<file path="config.mk">
export PLATFORM = sky130hd
export DESIGN_NAME = sram_bank_array
export DESIGN_NICKNAME = d
export VERILOG_FILES = /design/src/rtl/sram_bank_array_pkg.sv /design/src/rtl/spsram.sv /design/src/rtl/sram_rmw_ctrl.sv /design/src/rtl/sram_bank_array.sv
export SDC_FILE = /design/constraint.sdc
export NUM_CORES = 2
export LEC_CHECK = 0
export BUFFER_PORTS_ARGS = -buffer_cell sky130_fd_sc_hd__buf_2
export CORE_UTILIZATION = 50
export DETAILED_ROUTE_END_ITERATION = 16
export MAX_ROUTING_LAYER = met4
export PLACE_DENSITY = 0.65
export SLEW_MARGIN = 20
export SYNTH_ARGS = -nofsm -noshare
export SYNTH_HDL_FRONTEND = slang
export SYNTH_HIERARCHICAL = 1
export SYNTH_SLANG_ARGS = --single-unit
</file>
<file path="constraint.sdc">
create_clock -name i_clk -period 5.65 [get_ports i_clk]
set_input_delay 1.13 -clock i_clk [delete_from_list [all_inputs] [get_ports i_clk]]
set_output_delay 1.13 -clock i_clk [all_outputs]
set_load 0.02 [all_outputs]
</file>
<file path="src/rtl/sram_bank_array_pkg.sv">
// -----------------------------------------------------------------------------
// sram_bank_array_pkg
//   Shared definitions for the banked SRAM array: tile geometry defaults,
//   RMW controller state encoding and the grid-size derivations used by the
//   top level and the RMW controller.
//   Optional feature macro: SRAM_BYTE_WEN_EN (byte-masked writes via RMW).
// -----------------------------------------------------------------------------
package sram_bank_array_pkg;

    // Geometry of one spsram macro (32b x 16w).
    localparam int TILE_BW_DEFAULT = 32;
    localparam int TILE_AW_DEFAULT = 4;

    // Masked-write sequencer states; encodings match the macro wrappers.
    typedef enum logic [1:0] {
        ST_IDLE     = 2'd0,
        ST_RMW_RD   = 2'd1,
        ST_RMW_WAIT = 2'd2,
        ST_RMW_WR   = 2'd3
    } rmw_state_e;

    // Number of tile rows: upper address bits select the row.
    function automatic int calc_rows(input int bw_addr, input int tile_aw);
        return 1 << (bw_addr - tile_aw);
    endfunction

    // Number of tile columns: tiles side by side form one data word.
    function automatic int calc_cols(input int bw_data, input int tile_bw);
        return bw_data / tile_bw;
    endfunction

    // Width of the row index; at least one bit so a single-row array still
    // has a legal select signal.
    function automatic int calc_row_w(input int bw_addr, input int tile_aw);
        return (bw_addr > tile_aw) ? (bw_addr - tile_aw) : 1;
    endfunction

endpackage

</file>
<file path="src/rtl/spsram.sv">
// -----------------------------------------------------------------------------
// spsram
//   Behavioural single-port SRAM tile (default 32b x 16w), stand-in for the
//   hard macro. One-cycle read latency; writes commit on the enabling edge.
//   Ports:
//     i_clk   clock
//     i_cen   chip enable (access happens only when 1)
//     i_oen   output enable (o_data forced to 0 when 0)
//     i_wen   1 = write, 0 = read
//     i_addr  word address
//     i_data  write data
//     o_data  read data, valid the cycle after a read access
// -----------------------------------------------------------------------------
module spsram #(
    parameter int BW = 32,
    parameter int AW = 4
) (
    input  logic          i_clk,
    input  logic          i_cen,
    input  logic          i_oen,
    input  logic          i_wen,
    input  logic [AW-1:0] i_addr,
    input  logic [BW-1:0] i_data,
    output logic [BW-1:0] o_data
);

    logic [BW-1:0] mem [2**AW];
    logic [BW-1:0] q;

    // NOTE: the array has no reset: clearing every word would turn the RAM
    // into flops, and the macro it models keeps its contents anyway.
    // NOTE: sequential state uses non-blocking assignments so every flop
    // samples pre-edge values regardless of process ordering.
    always_ff @(posedge i_clk) begin
        if (i_cen) begin
            if (i_wen) begin
                mem[i_addr] <= i_data;
            end else begin
                q <= mem[i_addr];
            end
        end
    end

    assign o_data = i_oen ? q : '0;

endmodule

</file>
<file path="src/rtl/sram_rmw_ctrl.sv">
// -----------------------------------------------------------------------------
// sram_rmw_ctrl
//   Request front end used when byte-masked writes are enabled
//   (SRAM_BYTE_WEN_EN). Accepts requests, issues direct reads and full
//   writes, and turns partial-mask writes into a read-modify-write sequence
//   IDLE -> RMW_RD -> RMW_WAIT -> RMW_WR -> IDLE with ready held low.
//   Ports:
//     i_clk/i_rstn          clock, async active-low reset
//     i_en                  ready permitted (low during the first cycle after reset)
//     i_req_*               request port (valid, wen, addr, data, ben)
//     o_req_ready           request accepted when valid & ready
//     i_rd_word             tile data of the row addressed by the previous read
//     o_acc_en/wen/addr/data  tile access for this cycle
//     o_ext_rd              an external read was accepted (response expected)
// -----------------------------------------------------------------------------
`ifdef SRAM_BYTE_WEN_EN
module sram_rmw_ctrl
    import sram_bank_array_pkg::*;
#(
    parameter int BW_DATA = 64,
    parameter int BW_ADDR = 6
) (
    input  logic                 i_clk,
    input  logic                 i_rstn,
    input  logic                 i_en,
    input  logic                 i_req_valid,
    input  logic                 i_req_wen,
    input  logic [BW_ADDR-1:0]   i_req_addr,
    input  logic [BW_DATA-1:0]   i_req_data,
    input  logic [BW_DATA/8-1:0] i_req_ben,
    input  logic [BW_DATA-1:0]   i_rd_word,
    output logic                 o_req_ready,
    output logic                 o_acc_en,
    output logic                 o_acc_wen,
    output logic [BW_ADDR-1:0]   o_acc_addr,
    output logic [BW_DATA-1:0]   o_acc_data,
    output logic                 o_ext_rd
);

    localparam int NB = BW_DATA / 8;

    rmw_state_e           state_q, state_d;
    logic [BW_ADDR-1:0]   addr_q;
    logic [BW_DATA-1:0]   data_q;
    logic [NB-1:0]        ben_q;
    logic [BW_DATA-1:0]   rdata_q;
    logic [BW_DATA-1:0]   merged;
    logic                 accept;

    // Byte lanes with an enable take the latched write data, the rest keep
    // the word read back from the tile.
    always_comb begin
        merged = rdata_q;
        for (int k = 0; k < NB; k++) begin
            if (ben_q[k]) begin
                merged[8*k +: 8] = data_q[8*k +: 8];
            end
        end
    end

    // NOTE: every output gets a default before the case so no path leaves a
    // signal unassigned, which would otherwise infer a latch.
    always_comb begin
        state_d     = state_q;
        o_req_ready = i_en && (state_q == ST_IDLE);
        accept      = i_req_valid && o_req_ready;
        o_acc_en    = 1'b0;
        o_acc_wen   = 1'b0;
        o_acc_addr  = i_req_addr;
        o_acc_data  = i_req_data;
        o_ext_rd    = 1'b0;

        case (state_q)
            ST_IDLE: begin
                if (accept) begin
                    if (!i_req_wen) begin
                        o_acc_en = 1'b1;
                        o_ext_rd = 1'b1;
                    end else if (&i_req_ben) begin
                        o_acc_en  = 1'b1;
                        o_acc_wen = 1'b1;
                    end else if (|i_req_ben) begin
                        state_d = ST_RMW_RD;
                    end
                    // An all-zero mask is accepted and simply dropped.
                end
            end
            ST_RMW_RD: begin
                o_acc_en   = 1'b1;
                o_acc_addr = addr_q;
                state_d    = ST_RMW_WAIT;
            end
            ST_RMW_WAIT: begin
                state_d = ST_RMW_WR;
            end
            ST_RMW_WR: begin
                o_acc_en   = 1'b1;
                o_acc_wen  = 1'b1;
                o_acc_addr = addr_q;
                o_acc_data = merged;
                state_d    = ST_IDLE;
            end
            default: state_d = ST_IDLE;
        endcase
    end

    always_ff @(posedge i_clk or negedge i_rstn) begin
        if (!i_rstn) begin
            state_q <= ST_IDLE;
            addr_q  <= '0;
            data_q  <= '0;
            ben_q   <= '0;
            rdata_q <= '0;
        end else begin
            state_q <= state_d;
            if (accept) begin
                addr_q <= i_req_addr;
                data_q <= i_req_data;
                ben_q  <= i_req_ben;
            end
            // Tile data from the RMW_RD access is on i_rd_word during RMW_WAIT.
            if (state_q == ST_RMW_WAIT) begin
                rdata_q <= i_rd_word;
            end
        end
    end

endmodule
`endif

</file>
<file path="src/rtl/sram_bank_array.sv">
// -----------------------------------------------------------------------------
// sram_bank_array
//   Banked SRAM of BW_DATA x 2**BW_ADDR built from ROWS x COLS spsram tiles.
//   Upper address bits pick the tile row; the low TILE_AW bits address the
//   word inside the tile. Reads return two cycles after acceptance through a
//   registered row-select pipe and a registered output mux.
//   Optional macro: SRAM_BYTE_WEN_EN enables byte-masked writes (RMW through
//   sram_rmw_ctrl). Without it i_req_ben is ignored and ready stays high.
//   Ports:
//     i_clk, i_rstn            clock, async active-low reset
//     i_req_valid/o_req_ready  request handshake
//     i_req_wen                1 = write, 0 = read
//     i_req_addr               word address
//     i_req_data               write data
//     i_req_ben                byte enables (masked-write builds only)
//     o_rsp_valid              one-cycle pulse with read data
//     o_rsp_data               read data, held between pulses
// -----------------------------------------------------------------------------
module sram_bank_array
    import sram_bank_array_pkg::*;
#(
    parameter int BW_DATA = 64,
    parameter int BW_ADDR = 6,
    parameter int TILE_BW = TILE_BW_DEFAULT,
    parameter int TILE_AW = TILE_AW_DEFAULT
) (
    input  logic                 i_clk,
    input  logic                 i_rstn,
    input  logic                 i_req_valid,
    output logic                 o_req_ready,
    input  logic                 i_req_wen,
    input  logic [BW_ADDR-1:0]   i_req_addr,
    input  logic [BW_DATA-1:0]   i_req_data,
    input  logic [BW_DATA/8-1:0] i_req_ben,
    output logic                 o_rsp_valid,
    output logic [BW_DATA-1:0]   o_rsp_data
);

    localparam int ROWS  = calc_rows(BW_ADDR, TILE_AW);
    localparam int COLS  = calc_cols(BW_DATA, TILE_BW);
    localparam int ROW_W = calc_row_w(BW_ADDR, TILE_AW);

    logic                 init_q;
    logic                 acc_en;
    logic                 acc_wen;
    logic [BW_ADDR-1:0]   acc_addr;
    logic [BW_DATA-1:0]   acc_data;
    logic                 ext_rd;
    logic [ROW_W-1:0]     acc_row;
    logic [BW_DATA-1:0]   tile_q [ROWS];
    logic [ROW_W-1:0]     rd_row_q1;
    logic                 rd_vld_q1;
    logic                 rd_vld_q2;
    logic [BW_DATA-1:0]   mux_q;

    // Ready is withheld for the first cycle after reset release.
    always_ff @(posedge i_clk or negedge i_rstn) begin
        if (!i_rstn) begin
            init_q <= 1'b0;
        end else begin
            init_q <= 1'b1;
        end
    end

`ifdef SRAM_BYTE_WEN_EN
    logic [BW_DATA-1:0] rd_word;

    assign rd_word = tile_q[rd_row_q1];

    sram_rmw_ctrl #(
        .BW_DATA (BW_DATA),
        .BW_ADDR (BW_ADDR)
    ) u_rmw_ctrl (
        .i_clk       (i_clk),
        .i_rstn      (i_rstn),
        .i_en        (init_q),
        .i_req_valid (i_req_valid),
        .i_req_wen   (i_req_wen),
        .i_req_addr  (i_req_addr),
        .i_req_data  (i_req_data),
        .i_req_ben   (i_req_ben),
        .i_rd_word   (rd_word),
        .o_req_ready (o_req_ready),
        .o_acc_en    (acc_en),
        .o_acc_wen   (acc_wen),
        .o_acc_addr  (acc_addr),
        .o_acc_data  (acc_data),
        .o_ext_rd    (ext_rd)
    );
`else
    // Byte enables have no meaning when every write is a full-word write.
    logic ben_unused;
    assign ben_unused  = ^i_req_ben;

    assign o_req_ready = init_q;
    assign acc_en      = i_req_valid && init_q;
    assign acc_wen     = i_req_wen;
    assign acc_addr    = i_req_addr;
    assign acc_data    = i_req_data;
    assign ext_rd      = acc_en && !i_req_wen;
`endif

    assign acc_row = ROW_W'(acc_addr >> TILE_AW);

    // Only the addressed row is enabled; all columns of that row move together.
    for (genvar r = 0; r < ROWS; r++) begin : g_row
        for (genvar c = 0; c < COLS; c++) begin : g_col
            spsram #(
                .BW (TILE_BW),
                .AW (TILE_AW)
            ) u_tile (
                .i_clk  (i_clk),
                .i_cen  (acc_en && (acc_row == ROW_W'(r))),
                .i_oen  (1'b1),
                .i_wen  (acc_wen),
                .i_addr (acc_addr[TILE_AW-1:0]),
                .i_data (acc_data[c*TILE_BW +: TILE_BW]),
                .o_data (tile_q[r][c*TILE_BW +: TILE_BW])
            );
        end
    end

    // Read pipe: edge T issues the tile read and records its row, edge T+1
    // registers the selected row's data, edge T+2 presents it. The row is
    // tracked for internal RMW reads too, but only external reads carry a
    // valid bit down the pipe.
    always_ff @(posedge i_clk or negedge i_rstn) begin
        if (!i_rstn) begin
            rd_row_q1   <= '0;
            rd_vld_q1   <= 1'b0;
            rd_vld_q2   <= 1'b0;
            mux_q       <= '0;
            o_rsp_valid <= 1'b0;
            o_rsp_data  <= '0;
        end else begin
            if (acc_en && !acc_wen) begin
                rd_row_q1 <= acc_row;
            end
            rd_vld_q1 <= ext_rd;
            rd_vld_q2 <= rd_vld_q1;
            if (rd_vld_q1) begin
                mux_q <= tile_q[rd_row_q1];
            end
            o_rsp_valid <= rd_vld_q2;
            if (rd_vld_q2) begin
                o_rsp_data <= mux_q;
            end
        end
    end

endmodule

</file>
---- Word-level counts from Yosys, hierarchy flattened ----
Memory sizes are Yosys's and may differ from the RTL's. A register that Yosys moved wholly into a read port is not among the register bits.
Cells that the tools add are included.
word-level totals
  memories kept ........................... 8
  output and inout bits ................... 66
  bits in registers ....................... 134
  bits in writable memories ............... 4096
  word-level logic and storage cells ...... 45
  input bits .............................. 82
memory list
  memory                        depth  width  read ports  clocked after Yosys merged registers in  write ports  RTL line      text
  g_row[0].g_col[0].u_tile.mem  16     32     1           1                                        1            spsram.sv:27  logic [BW-1:0] mem [2**AW];
  g_row[0].g_col[1].u_tile.mem  16     32     1           1                                        1            spsram.sv:27
  g_row[1].g_col[0].u_tile.mem  16     32     1           1                                        1            spsram.sv:27
  g_row[1].g_col[1].u_tile.mem  16     32     1           1                                        1            spsram.sv:27
  g_row[2].g_col[0].u_tile.mem  16     32     1           1                                        1            spsram.sv:27
  g_row[2].g_col[1].u_tile.mem  16     32     1           1                                        1            spsram.sv:27
  2 more memories               --     --     --          --                                       --           --
cells by class
  reductions and logical operators ........ 12
  equal/unequal tests ..................... 3
  multiplexer cells ....................... 12
  bitwise logic cells ..................... 2
  magnitude comparators ................... 1
operator list
  kind                  number
  $bmux W64 S2          1
  $mux W64              2
  $mux W1               9
  $reduce_and A2 Y1     4
  $logic_and A1 B1 Y1   6
  $eq A2 B2 Y1 const B  2
  $ge A3 B3 Y1 const B  1
  $not A2 Y3            1
  $eq A2 B1 Y1 const B  1
  $logic_not A2 Y1      1
  $logic_not A1 Y1      1
  $not A1 Y1            1

---- Depth between registers and ports, before layout ----
  word-level depth ........................ 4
  mapped depth ............................ 6
  depth with buffers taken out ............ 5

---- By module ----
The synthesis kept the hierarchy.
by module, submodules not included
  module           instances  cells an instance  area an instance (um^2)
  spsram           8          879                20428.3
  sram_bank_array  1          510                6767.7

---- Worst setup path after synthesis ----
No wires, ideal clock.
  kind .................................... in2reg
  start point ............................. in i_req_addr[5]
  end point ............................... mem g_row[2].g_col[0].u_tile.mem[0][0] (enable)
  path buffers ............................ 0
  setup slack ............................. 0.800 ns
  arrival time ............................ 4.389 ns
  cell stages on the path ................. 5
  setup time .............................. 0.461 ns
  cells stage by stage .................... inv_1 > nor3_1 > nand2_1 > or3_1 > nor3_1
between the ends
  cells in the longest elaborated chain, start to end .. 4
RTL lines
  element                        RTL line                text
  start: declaration             sram_bank_array.sv:32   input logic [BW_ADDR-1:0] i_req_addr,
  $eq A2 B2 Y1                   sram_bank_array.sv:113  .i_cen (acc_en && (acc_row == ROW_W'(r))),
  $logic_and A1 B1 Y1            sram_bank_array.sv:113
  $mux W1                        spsram.sv:35            if (i_cen) begin
  $mux W1 (implied by the code)  spsram.sv:37            mem[i_addr] <= i_data;
  end: declaration               spsram.sv:27
Every way passes these cells.

---- Worst setup path in the final report ----
  start point ............................. in i_req_wen
  end point ............................... mem g_row[3].g_col[1].u_tile.mem[1][5] (enable)
between the ends
  cells in the longest elaborated chain, start to end .. 3
RTL lines
  element                        RTL line               text
  start: declaration             sram_bank_array.sv:31  input logic i_req_wen,
  $mux W1                        spsram.sv:36           if (i_wen) begin
  $mux W1                        spsram.sv:35
  $mux W1 (implied by the code)  spsram.sv:37
  end: declaration               spsram.sv:27
Every way passes these cells.

==> flow_summary.yaml <==
synth:
  synth-seq-cells: 4486
  synth.top_cell.area_share: 0.768
  syn_avg_cell_area_um2: 22.6
  netlist_area_um2: 170000
  synth_cell_types: 28
  yosysWarnings: 6
  ys_seq_area_frac: 0.788
  synth_cells: 7542
  yosys-top-cells-area: "edfxtp_1 (77%), mux4_2 (14%), a22oi_1 (2.3%)"
  yosysTopAreaCell: "edfxtp_1"
cells_and_area:
  drive_gt1_frac: 0.280
  final_area_um2: 193000
  final_nets: 8123
  area_growth_pct: 13.1
critical_path:
  cp_data_required_time_ps: 6240
  crit_fanout: 26
  ff2ff_path_depth: 6
  ff2ff_setup_slack_ps: 2340
  cp-start-kind: "input port"
  crit_path_end_kind: "register"
  worstSetupPathType: "input port to register"
  arrival_ps: 4110
floorplan:
  io_pins: 148
  die_w_um: 585
  core_area_um2: 338000
  dieArea_um2: 343000
  rows: 213
  start_util: 0.504
  die_y_um: 585
global_routing:
  antenna_found_initial: 25
  grt_max_degree: 111
  grt_pass1_wl_um: 586000
  grtUsageTotal: 0.248
  grt_overflow: 0
  grt_pass1_vias: 81400
timing:
  fin_tns_setup_ps: 0
  tightest_slew_ps: 1190
  setup_ws_ps: 2130
  setup_viol: 0
  grt_setup_unrepaired: "false"
  timing.fmax_ghz: 0.284
  min_period_ps: 3520
  period_share: 0.623
  timing.slew.headroom: 0.205
  hold_viol_final: 0
  fin_skew_ps: 34.8
  slew_viol_final: 0
clock_network:
  cts_root_buf: "clkbuf_16"
  clockBufferDepth: 4
  cts_buffers: 436
  clk_latency_ps: 980
  tritoncts: "built"
  cts.sinks: 4486
  postCtsResizedCells: 0
  clkTransAtPathRegs_ps: 60
  postCtsHoldBufs: 0
  post_cts_buffers: 0
  h-tree-depth: 5
outcome:
  status: "finished, final reports clean"
hold_path:
  hp-class: "input port to asynchronous set/reset pin"
pwr:
  peakVddDrop_mv: 0.335
  total_leakage_power_nw: 61.4
  power_density_nw_per_um2: 362
run:
  max_cap_violations: 0
routing:
  vias_per_cell: 6.15
  drt-pass1-iter-count: 6
  wl_per_cell_um: 31.8
  drtAntennaViolNets: 0
  wirelength_um: 412000
  via_count: 79700
  drc: 0
  drtIter0Drc: 9145
place:
  port_buffers: 139
  dpl-instance-area_um2: 178000
  dpl_worst_slack_ps: 1210
  dp_hpwl_um: 230000
  gp_congestion: 0.812
## per-layer routing
layer  global-route usage  vias up  part of all wire
met5                    -        -                 0
met4               0.0858        0             0.038
met3               0.0297      651             0.074
met2                0.405     3485              0.51
met1                0.325    42700              0.38
li1                     -    32800                 -
## final timing paths
kind                                       startpoint                                      endpoint
worst max-delay path                        i_req_wen  g_row[3].g_col[1].u_tile/mem[1][5]$_DFFE_PP_
worst min-delay path                           i_rstn                    o_rsp_data[26]$_DFFE_PN0P_
worst max register to register  o_req_ready$_DFF_PN0_  g_row[3].g_col[1].u_tile/mem[1][5]$_DFFE_PP_
worst min register to register  mux_q[19]$_DFFE_PN0P_                         mux_q[19]$_DFFE_PN0P_
max in group asynchronous                      i_rstn                    o_rsp_data[39]$_DFFE_PN0P_
min in group i_clk                      i_req_addr[5]                      rd_row_q1[1]$_DFFE_PN0P_
## sequential cells by signal, indices dropped and copies added, names as in the netlist
signal                  count
g_row.g_col.u_tile/mem   4096
g_row.g_col.u_tile/q      256
mux_q                      64
o_req_ready                 1
o_rsp_data                 64
o_rsp_valid                 1
rd_row_q1                   2
rd_vld_q1                   1
rd_vld_q2                   1
## Yosys cell counts
master and number:
nand2_1 274, buf_6 65, o221ai_1 64, nand4b_1 16
edfxtp_1 4352, nand2b_1 81, and2_1 264, nand4_1 8
inv_1 2, mux2_2 66, buf_2 97, mux2i_1 128
mux4_2 1024, nor2_1 106, nor3_1 34, or3_1 8
buf_8 1, conb_1 1, buf_4 9, buf_1 8
nand3b_1 1, nor2b_1 24, clkbuf_1 250, nand3_1 1
dfrtp_1 134, clkbuf_4 1, buf_12 11, a22oi_1 512
## cells by family (layout without fill, tap and decap cells)
group | Yosys count | in the layout | share of synthesized area
AO/OA/AOI/OAI | 576 | 576 | 0.0259
AND/OR/NAND/NOR | 817 | 817 | 0.0244
flip-flops | 4486 | 4486 | 0.788
other | 1 | 60 | 0.0000220
multiplexers | 1218 | 1218 | 0.147
buffers and inverters | 444 | 1277 | 0.0147
## power by group
| group | internal (W) | switching [W] |
|---|---|---|
| clock network | 0.0168 | 0.0123 |
| logic | 0.00129 | 0.00229 |
| registers | 0.0368 | 0.000316 |
## per-stage QoR
step,util,hold WS [ps],cells,total power (W)
after global placement,0.528,471,12100,0.0413
after CTS,0.570,63.6,12900,0.0702
final,0.570,120,12900,0.0697
after global routing,0.570,124,12900,0.0715
after detailed placement,0.528,480,12100,0.0414
after floorplan,-,349,7582,0.0397
## cell type report
class	instances	area, um^2
Fill cell	24300	145000
Sequential cell	4486	134000
Multi-Input combinational cell	2652	34800
Clock buffer	546	11600
Tap cell	4515	5650
Timing Repair Buffer	463	3710
Clock inverter	266	2640
Antenna cell	19	47.5
Inverter	2	7.51
## critical path, cell delays in order
cell and delay [ps]:
buf_2 820, nand4b_1 600, nor3_2 830, buf_4 600
## cell usage in the layout, fill, tap and decap left out, types with 5 or more instances in the layout
cell        Yosys  layout
nand4_1         8       8
bufinv_16       0      49
mux4_2       1024    1024
nand2_1       274     273
clkbuf_1      250      92
nor2b_4         0       9
clkinvlp_4      0      11
a22oi_1       512     512
nor2_2          0       8
inv_6           0       6
nor2b_2         0      15
nand4b_1       16      16
mux2i_1       128     128
or3_1           8       8
clkinv_1        0      88
buf_2          97     134
dfrtp_1       134     131
clkinv_2        0      97
nor3_2          0      34
o221ai_1       64      64
clkbuf_8        0      10
buf_12         11      41
buf_4           9     284
diode_2         0      19
mux2_2         66      66
clkinv_4        0       7
clkbuf_16       0     445
conb_1          1      41
edfxtp_1     4352    4352
nand2b_1       81      80
nor2_4          0      96
clkinv_8        0       5
and2_1        264     263
(Power assumes the default switching activity.)
